$ cat config.mk
export PLATFORM = sky130hd
export DESIGN_NAME = pipe_hazard_ctrl
export DESIGN_NICKNAME = d
export VERILOG_FILES = /design/src/rtl/pipe_hazard_ctrl_pkg.sv /design/src/rtl/pipe_hazard_ctrl_fwd_sel.sv /design/src/rtl/pipe_hazard_ctrl.sv
export SDC_FILE = /design/constraint.sdc
export NUM_CORES = 1
export LEC_CHECK = 0
export CAP_MARGIN = 25
export CORE_UTILIZATION = 26
export CTS_CLUSTER_DIAMETER = 120
export DETAILED_ROUTE_END_ITERATION = 12
export SYNTH_ARGS = -nofsm -noshare
export SYNTH_HDL_FRONTEND = slang
export SYNTH_SLANG_ARGS = --single-unit
$ cat constraint.sdc
create_clock -name clk -period 4.2 [get_ports clk]
set_input_delay 1.26 -clock clk [delete_from_list [all_inputs] [get_ports clk]]
set_output_delay 1.26 -clock clk [all_outputs]
set_load 0.005 [all_outputs]
$ cat src/rtl/pipe_hazard_ctrl_pkg.sv
// Shared CPU constants: forwarding-select encodings, next-PC codes and the
// shadow pipeline-stage record used by the hazard controller.
package pipe_hazard_ctrl_pkg;

  localparam logic [1:0] FWD_RF      = 2'b00;
  localparam logic [1:0] FWD_EX_ALU  = 2'b01;
  localparam logic [1:0] FWD_MEM_ALU = 2'b10;
  localparam logic [1:0] FWD_MEM_LD  = 2'b11;

  localparam logic [1:0] PC_SEQ = 2'b00;

  localparam logic [4:0] REG_ZERO = 5'd0;

  typedef struct packed {
    logic       wreg;
    logic       m2reg;
    logic [4:0] rn;
  } stage_t;

  // True when an operand read of src is produced by a stage writing dst.
  // r0 is hard-wired, so it never matches.
  function automatic logic reg_hit(input logic reads, input logic [4:0] src,
                                   input logic wr, input logic [4:0] dst);
    return reads & wr & (dst == src) & (dst != REG_ZERO);
  endfunction

endpackage

$ cat src/rtl/pipe_hazard_ctrl_fwd_sel.sv
// Per-operand forwarding mux select: the youngest producer (EX) wins over MEM,
// except that a load still in EX cannot forward and is left to the stall logic.
module fwd_sel
  import pipe_hazard_ctrl_pkg::*;
(
  input  logic       reads,
  input  logic [4:0] src,
  input  logic       ewreg,
  input  logic       em2reg,
  input  logic [4:0] ern,
  input  logic       mwreg,
  input  logic       mm2reg,
  input  logic [4:0] mrn,
  output logic [1:0] sel
);

  always_comb begin
    // NOTE: default first, so every path through the block assigns sel and no latch is inferred.
    sel = FWD_RF;
    if (reg_hit(reads, src, ewreg & ~em2reg, ern)) begin
      sel = FWD_EX_ALU;
    end else if (reg_hit(reads, src, mwreg, mrn)) begin
      sel = mm2reg ? FWD_MEM_LD : FWD_MEM_ALU;
    end
  end

endmodule

$ cat src/rtl/pipe_hazard_ctrl.sv
// Pipeline hazard controller: forwarding selects, load-use stall, branch flush,
// memory freeze, plus saturating stall/flush performance counters.
module pipe_hazard_ctrl
  import pipe_hazard_ctrl_pkg::*;
#(
  parameter int CNT_W = 32
) (
  input  logic             clk,
  input  logic             clrn,
  input  logic [4:0]       rs,
  input  logic [4:0]       rt,
  input  logic             use_rs,
  input  logic             use_rt,
  input  logic             wreg,
  input  logic             m2reg,
  input  logic [4:0]       rn,
  input  logic [1:0]       pcsource,
  input  logic             mem_busy,
  output logic [1:0]       fwda,
  output logic [1:0]       fwdb,
  output logic             wpcir,
  output logic             bubble,
  output logic             flush,
  output logic             freeze,
  output logic [CNT_W-1:0] stall_cnt,
  output logic [CNT_W-1:0] flush_cnt
);

  localparam logic [CNT_W-1:0] CNT_MAX = {CNT_W{1'b1}};

  stage_t ex_q;
  stage_t mem_q;
  stage_t id_info;
  logic   ld_use;

  fwd_sel u_fwd_a (
    .reads (use_rs),
    .src   (rs),
    .ewreg (ex_q.wreg),
    .em2reg(ex_q.m2reg),
    .ern   (ex_q.rn),
    .mwreg (mem_q.wreg),
    .mm2reg(mem_q.m2reg),
    .mrn   (mem_q.rn),
    .sel   (fwda)
  );

  fwd_sel u_fwd_b (
    .reads (use_rt),
    .src   (rt),
    .ewreg (ex_q.wreg),
    .em2reg(ex_q.m2reg),
    .ern   (ex_q.rn),
    .mwreg (mem_q.wreg),
    .mm2reg(mem_q.m2reg),
    .mrn   (mem_q.rn),
    .sel   (fwdb)
  );

  // A load in EX has no data yet; any dependent reader must wait one cycle.
  assign ld_use = ex_q.m2reg &
                  (reg_hit(use_rs, rs, ex_q.wreg, ex_q.rn) |
                   reg_hit(use_rt, rt, ex_q.wreg, ex_q.rn));

  assign freeze = mem_busy;
  assign bubble = ld_use & ~freeze;
  assign wpcir  = ~(ld_use | freeze);
  // A stall outranks a redirect: the branch is re-evaluated once operands are valid.
  assign flush  = (pcsource != PC_SEQ) & ~ld_use & ~freeze;

  always_comb begin
    id_info = bubble ? stage_t'('0) : '{wreg: wreg, m2reg: m2reg, rn: rn};
  end

  always_ff @(posedge clk) begin
    // NOTE: non-blocking assignments so MEM captures the old EX value, not this edge's update.
    if (clrn) begin
      ex_q  <= '0;
      mem_q <= '0;
    end else if (!freeze) begin
      ex_q  <= id_info;
      mem_q <= ex_q;
    end
  end

  always_ff @(posedge clk) begin
    if (clrn) begin
      stall_cnt <= '0;
      flush_cnt <= '0;
    end else begin
      if (!wpcir && stall_cnt != CNT_MAX) stall_cnt <= stall_cnt + 1'b1;
      if (flush && flush_cnt != CNT_MAX)  flush_cnt <= flush_cnt + 1'b1;
    end
  end

endmodule

# Word level (Yosys, flattened, before mapping)
# Index checks and enable logic that the tools add are counted.
op_classes:
  add_sub_neg: 2
  n_eq_ne: 6
  muxes: 6
  bitwise_logic: 29
  reduce_logical: 5
op_table:
  columns: ["cell", "count"]
  rows:
  - ["32-bit by 1-bit adder with 32-bit output (second input constant)", 2]
  - ["32-bit inequality test (second input constant)", 2]
  - ["1-bit bitwise AND", 23]
  - ["5-bit == test", 4]
  - ["5-bit nonzero test", 2]
  - ["2-bit two-way mux", 4]
  - ["7-bit two-way mux", 1]
  - ["1-bit NOT", 4]
  - ["1-bit logical AND", 2]
  - ["1-bit bitwise OR", 2]
  - ["2-bit nonzero test", 1]
  - ["1-bit two-way mux", 1]
totals:
  regBits: 78
  output_inout_bits: 72
  word_cells: 56

# Longest topological paths before layout
depth:
  depth_word: 9
  depth_mapped: 10
  ltp_nobuf: 8

# Cells and area by module
# Synthesis repeated with hierarchy kept, for this count alone.
unflattened:
  hier_cells: 487
  area_unflattened_um2: 4137.7
by_module_without_submodules:
  columns: ["module", "instances", "cells_each", "area_each_um2"]
  rows:
  - ["pipe_hazard_ctrl", 1, 441, 3799.9]
  - ["fwd_sel", 2, 23, 168.9]

# Least setup slack after synthesis
# Ideal clock, no wire load.
synth_timing:
  kind: "input-to-output"
  from: "input port rs[4]"
  to: "output port flush"
  arrival_time_ns: 2.507
  required_ns: 2.940
  setup_slack_ns: 0.433
  cell_stages: 7
  path_buffers: 2
  cell_sequence: "xor2_1 > nor4_1 > nand3_1 > a21o_1 > clkbuf_1 > clkbuf_1 > and2_1"
synth_via:
  elab_chain_len: 8
synth_lines:
  columns: ["item", "line_no", "text"]
  rows:
  - ["from (decl)", "pipe_hazard_ctrl.sv:10", "input logic [4:0] rs,"]
  - ["5-bit == test", "pipe_hazard_ctrl_pkg.sv:24", "return reads & wr & (dst == src) & (dst != REG_ZERO);"]
  - ["1-bit bitwise AND (2 in series)", "pipe_hazard_ctrl_pkg.sv:24", null]
  - ["1-bit bitwise OR", "pipe_hazard_ctrl.sv:62", "(reg_hit(use_rs, rs, ex_q.wreg, ex_q.rn) |"]
  - ["1-bit bitwise AND", "pipe_hazard_ctrl.sv:61", "assign ld_use = ex_q.m2reg &"]
  - ["1-bit NOT", "pipe_hazard_ctrl.sv:69", "assign flush = (pcsource != PC_SEQ) & ~ld_use & ~freeze;"]
  - ["1-bit bitwise AND (2 in series)", "pipe_hazard_ctrl.sv:69", null]
  - ["to (decl)", "pipe_hazard_ctrl.sv:23", "output logic flush,"]
# Every way passes these cells.

# Worst setup path in the final report
layout_timing:
  from: "input port rt[4]"
  to: "output port wpcir"
layout_via:
  elab_chain_len: 7
layout_lines:
  columns: ["item", "line_no", "text"]
  rows:
  - ["from (decl)", "pipe_hazard_ctrl.sv:11", "input logic [4:0] rt,"]
  - ["5-bit == test", "pipe_hazard_ctrl_pkg.sv:24", null]
  - ["1-bit bitwise AND (2 in series)", "pipe_hazard_ctrl_pkg.sv:24", null]
  - ["1-bit bitwise OR", "pipe_hazard_ctrl.sv:62", null]
  - ["1-bit bitwise AND", "pipe_hazard_ctrl.sv:61", null]
  - ["1-bit bitwise OR", "pipe_hazard_ctrl.sv:67", "assign wpcir = ~(ld_use | freeze);"]
  - ["1-bit NOT", "pipe_hazard_ctrl.sv:67", null]
  - ["to (decl)", "pipe_hazard_ctrl.sv:21", "output logic wpcir,"]
# Every way passes these cells.

==> results.toml <==
[timing]
slew_violations = 0
min_period_over_period = 0.982
period_minus_slack_ns = 4.12
clock.fmax_ghz = 0.243
setup_violations = 0
fin_tns_setup_ns = 0
slew_headroom = 0.439
rsz0062_at_grt = "no"
hold_violations = 0
fin_hold_ws_ns = 0.501
worst_pin_slew_ns = 0.833
clock_skew_ns = 0.00746

[finish]
n_fill_cell = 1575
diodes = 0
layout.nets = 624
drive_gt1_frac = 0.104
register_area_sq_um = 1560
multi_input_area_sq_um = 2360
design_area_sq_um = 5590
area_growth_pct = 39.0

[cts]
clk-insertion-delay-late_ns = 0.34
cts_inserted_buffers = 9
htree_levels = 3
cts_root_buf = "clkbuf_16"
cts_tree = "done"
cts_max_path_buffers = 2
clkTransAtPathRegs_ns = 0.06
numClockSinks = 78

[run_status]
run_status = "completed"

[critical_path]
crit_fanout = 3
timing.rr.start = "stall_cnt[3]"
worst_ep_required_time_ns = 2.94
crit_type = "primary input to output pin"
crit_start = "rt[4]"
endpoint_kind = "output pin"
crit_arrival_ns = 2.86
cp-start-kind = "primary input"

[worst_hold_path]
worst_hold_path_type = "register to register"
hold_start = "stall_cnt[7]"

[floorplan]
num_rows = 45
initial_core_util = 0.266
die_h_microns = 126
core-area_sq_um = 15100
io_pins = 96
die_w_microns = 126
die_area_sq_um = 16000

[synthesis]
netlist.area_leader.share = 0.388
yosysSeqAreaShare = 0.388
syn-num-nets = 515
synthFlopType = "dfxtp_1"
synth_seq_cells = 78
ys_top_cells_by_area = "dfxtp_1 39%, xor2_1 8.3%, nor2_1 7.3%"
yosysTopAreaCell = "dfxtp_1"
synth_edf_count = 0
syn_area_sq_um = 4020
yosysWarningCount = 0
synth_cell_type_count = 42
syn_avg_cell_area_sq_um = 8.22
async_flop_share = 0
syn_inst = 489

[grt]
grt_util_all_layers = 0.146
grt_pass1_vias = 3845
overflow = 0
grt_start_max_net_pins = 39
grt_pass1_wl_microns = 18600
grt_antenna_before_repair = 0

[place]
place_area_sq_um = 5240
gp_congestion = 0.827
portBuffers = 95
dp_hpwl_microns = 8140

[detailed_routing]
firstDrtPassIters = 5
drt_wl_total_microns = 11200
viasPerCell = 5.00
drcViolationCount = 0
drtIter0Drc = 198
routedWlPerCell_microns = 14.2
postRouteAntennaNets = 0
vias = 3956

[job]
cap_violations = 0

[power_and_ir_drop]
leakage_nw = 2.02
peakVddDrop_mv = 0.198
power.density_nw_per_um2 = 296
[worst paths after layout]
| check | endpoint | slack (ns) | cells past startpoint |
|---|---|---|---|
| max reg2reg | stall_cnt[12] | 1.04 | 8 |
| min reg2reg | stall_cnt[7] | 0.50 | 2 |
| min | stall_cnt[7] | 0.50 | 2 |
| max | wpcir | 0.08 | 7 |
[timing repair]
action                     4_1_cts  5_1_grt
hold buffers                     0        0
gates resized for setup         25        3
setup endpoints to repair        7        4
buffers inserted                 4        1
pin swaps                       10        5
[critical path, stage by stage]
cell	delay (ns)
dlygate4sd2_1	0.25
xor2_1	0.14
nor4_1	0.31
nand3_1	0.22
a21o_4	0.27
and2_4	0.15
dlygate4sd2_1	0.25
[power breakdown]
| part | switching, W | internal [W] |
|---|---|---|
| Sequential | 0.0000145 | 0.000749 |
| Combinational | 0.0000616 | 0.0000580 |
| Clock | 0.000314 | 0.000459 |
| Total | 0.000390 | 0.00127 |
[through the flow]
step | utilization | power (W) | worst slack (ns) | cells
after floorplan | - | 0.000841 | 0.433 | 489
after global placement | 0.346 | 0.000899 | -0.372 | 770
after detailed placement | 0.346 | 0.000902 | -0.348 | 770
after CTS | 0.368 | 0.00169 | 0.0255 | 790
after global routing | 0.369 | 0.00173 | 0.0119 | 791
final | 0.369 | 0.00166 | 0.0775 | 791
[synthesized netlist by cell type, types with 3 or more instances]
library cell / number
buf_1: 3
a21o_1: 3
buf_6: 3
mux2i_1: 7
xnor2_1: 12
xor2_1: 38
dfxtp_1: 78
nand3_1: 38
a21oi_1: 22
nor4_2: 3
mux2_2: 8
nand2_1: 34
clkbuf_1: 14
nor4_1: 10
nand4_1: 15
a22oi_1: 7
or3_1: 13
nor2_1: 78
o31ai_1: 8
mux2_1: 4
inv_1: 6
nor2b_1: 11
nand3b_1: 4
nor3_1: 12
and3_1: 14
and2_1: 4
or4_1: 10
o21ai_0: 12
[logic make-up after synthesis]
kind of cell,synth area share
multiplexers,0.0510
adder cells (fa/ha/maj),0.00622
buffers and inverters,0.0330
AND/OR/NAND/NOR,0.321
XOR/XNOR,0.109
AO/OA/AOI/OAI,0.0915
flip-flops,0.388
[cells in the final DEF, fill, tap and decap left out, types with 13 or more instances in the layout]
| master | Yosys | routed |
|---|---|---|
| buf_4 | 1 | 24 |
| nand2_1 | 34 | 34 |
| nor2_1 | 78 | 78 |
| or3_1 | 13 | 13 |
| nand3_1 | 38 | 38 |
| clkdlybuf4s50_1 | 0 | 78 |
| xor2_1 | 38 | 38 |
| a21oi_1 | 22 | 22 |
| dlygate4sd2_1 | 0 | 14 |
| dfxtp_1 | 78 | 78 |
| nand4_1 | 15 | 15 |
| and3_1 | 14 | 14 |
[routing by layer]
| layer | vias to the layer above | routed length, microns | global-route usage |
|---|---|---|---|
| met5 | - | 0 | 0 |
| met4 | 0 | 134 | 0.0454 |
| met3 | 12 | 552 | 0.0409 |
| met2 | 92 | 5710 | 0.262 |
| met1 | 1905 | 4800 | 0.166 |
| li1 | 1947 | - | - |
[registers in the layout (all words and copies together), names as in the netlist]
register,cells
flush_cnt,32
stall_cnt,32
ex_q,7
mem_q,7
[final cells by class]
cell class | instances | area share
Clock buffer | 10 | 0.0410
Clock inverter | 6 | 0.0110
Inverter | 6 | 0.00403
Multi-Input combinational cell | 383 | 0.423
Sequential cell | 78 | 0.279
Tap cell | 188 | 0.0421
Timing Repair Buffer | 120 | 0.199
No activity file was read; power rests on OpenSTA's default activity.
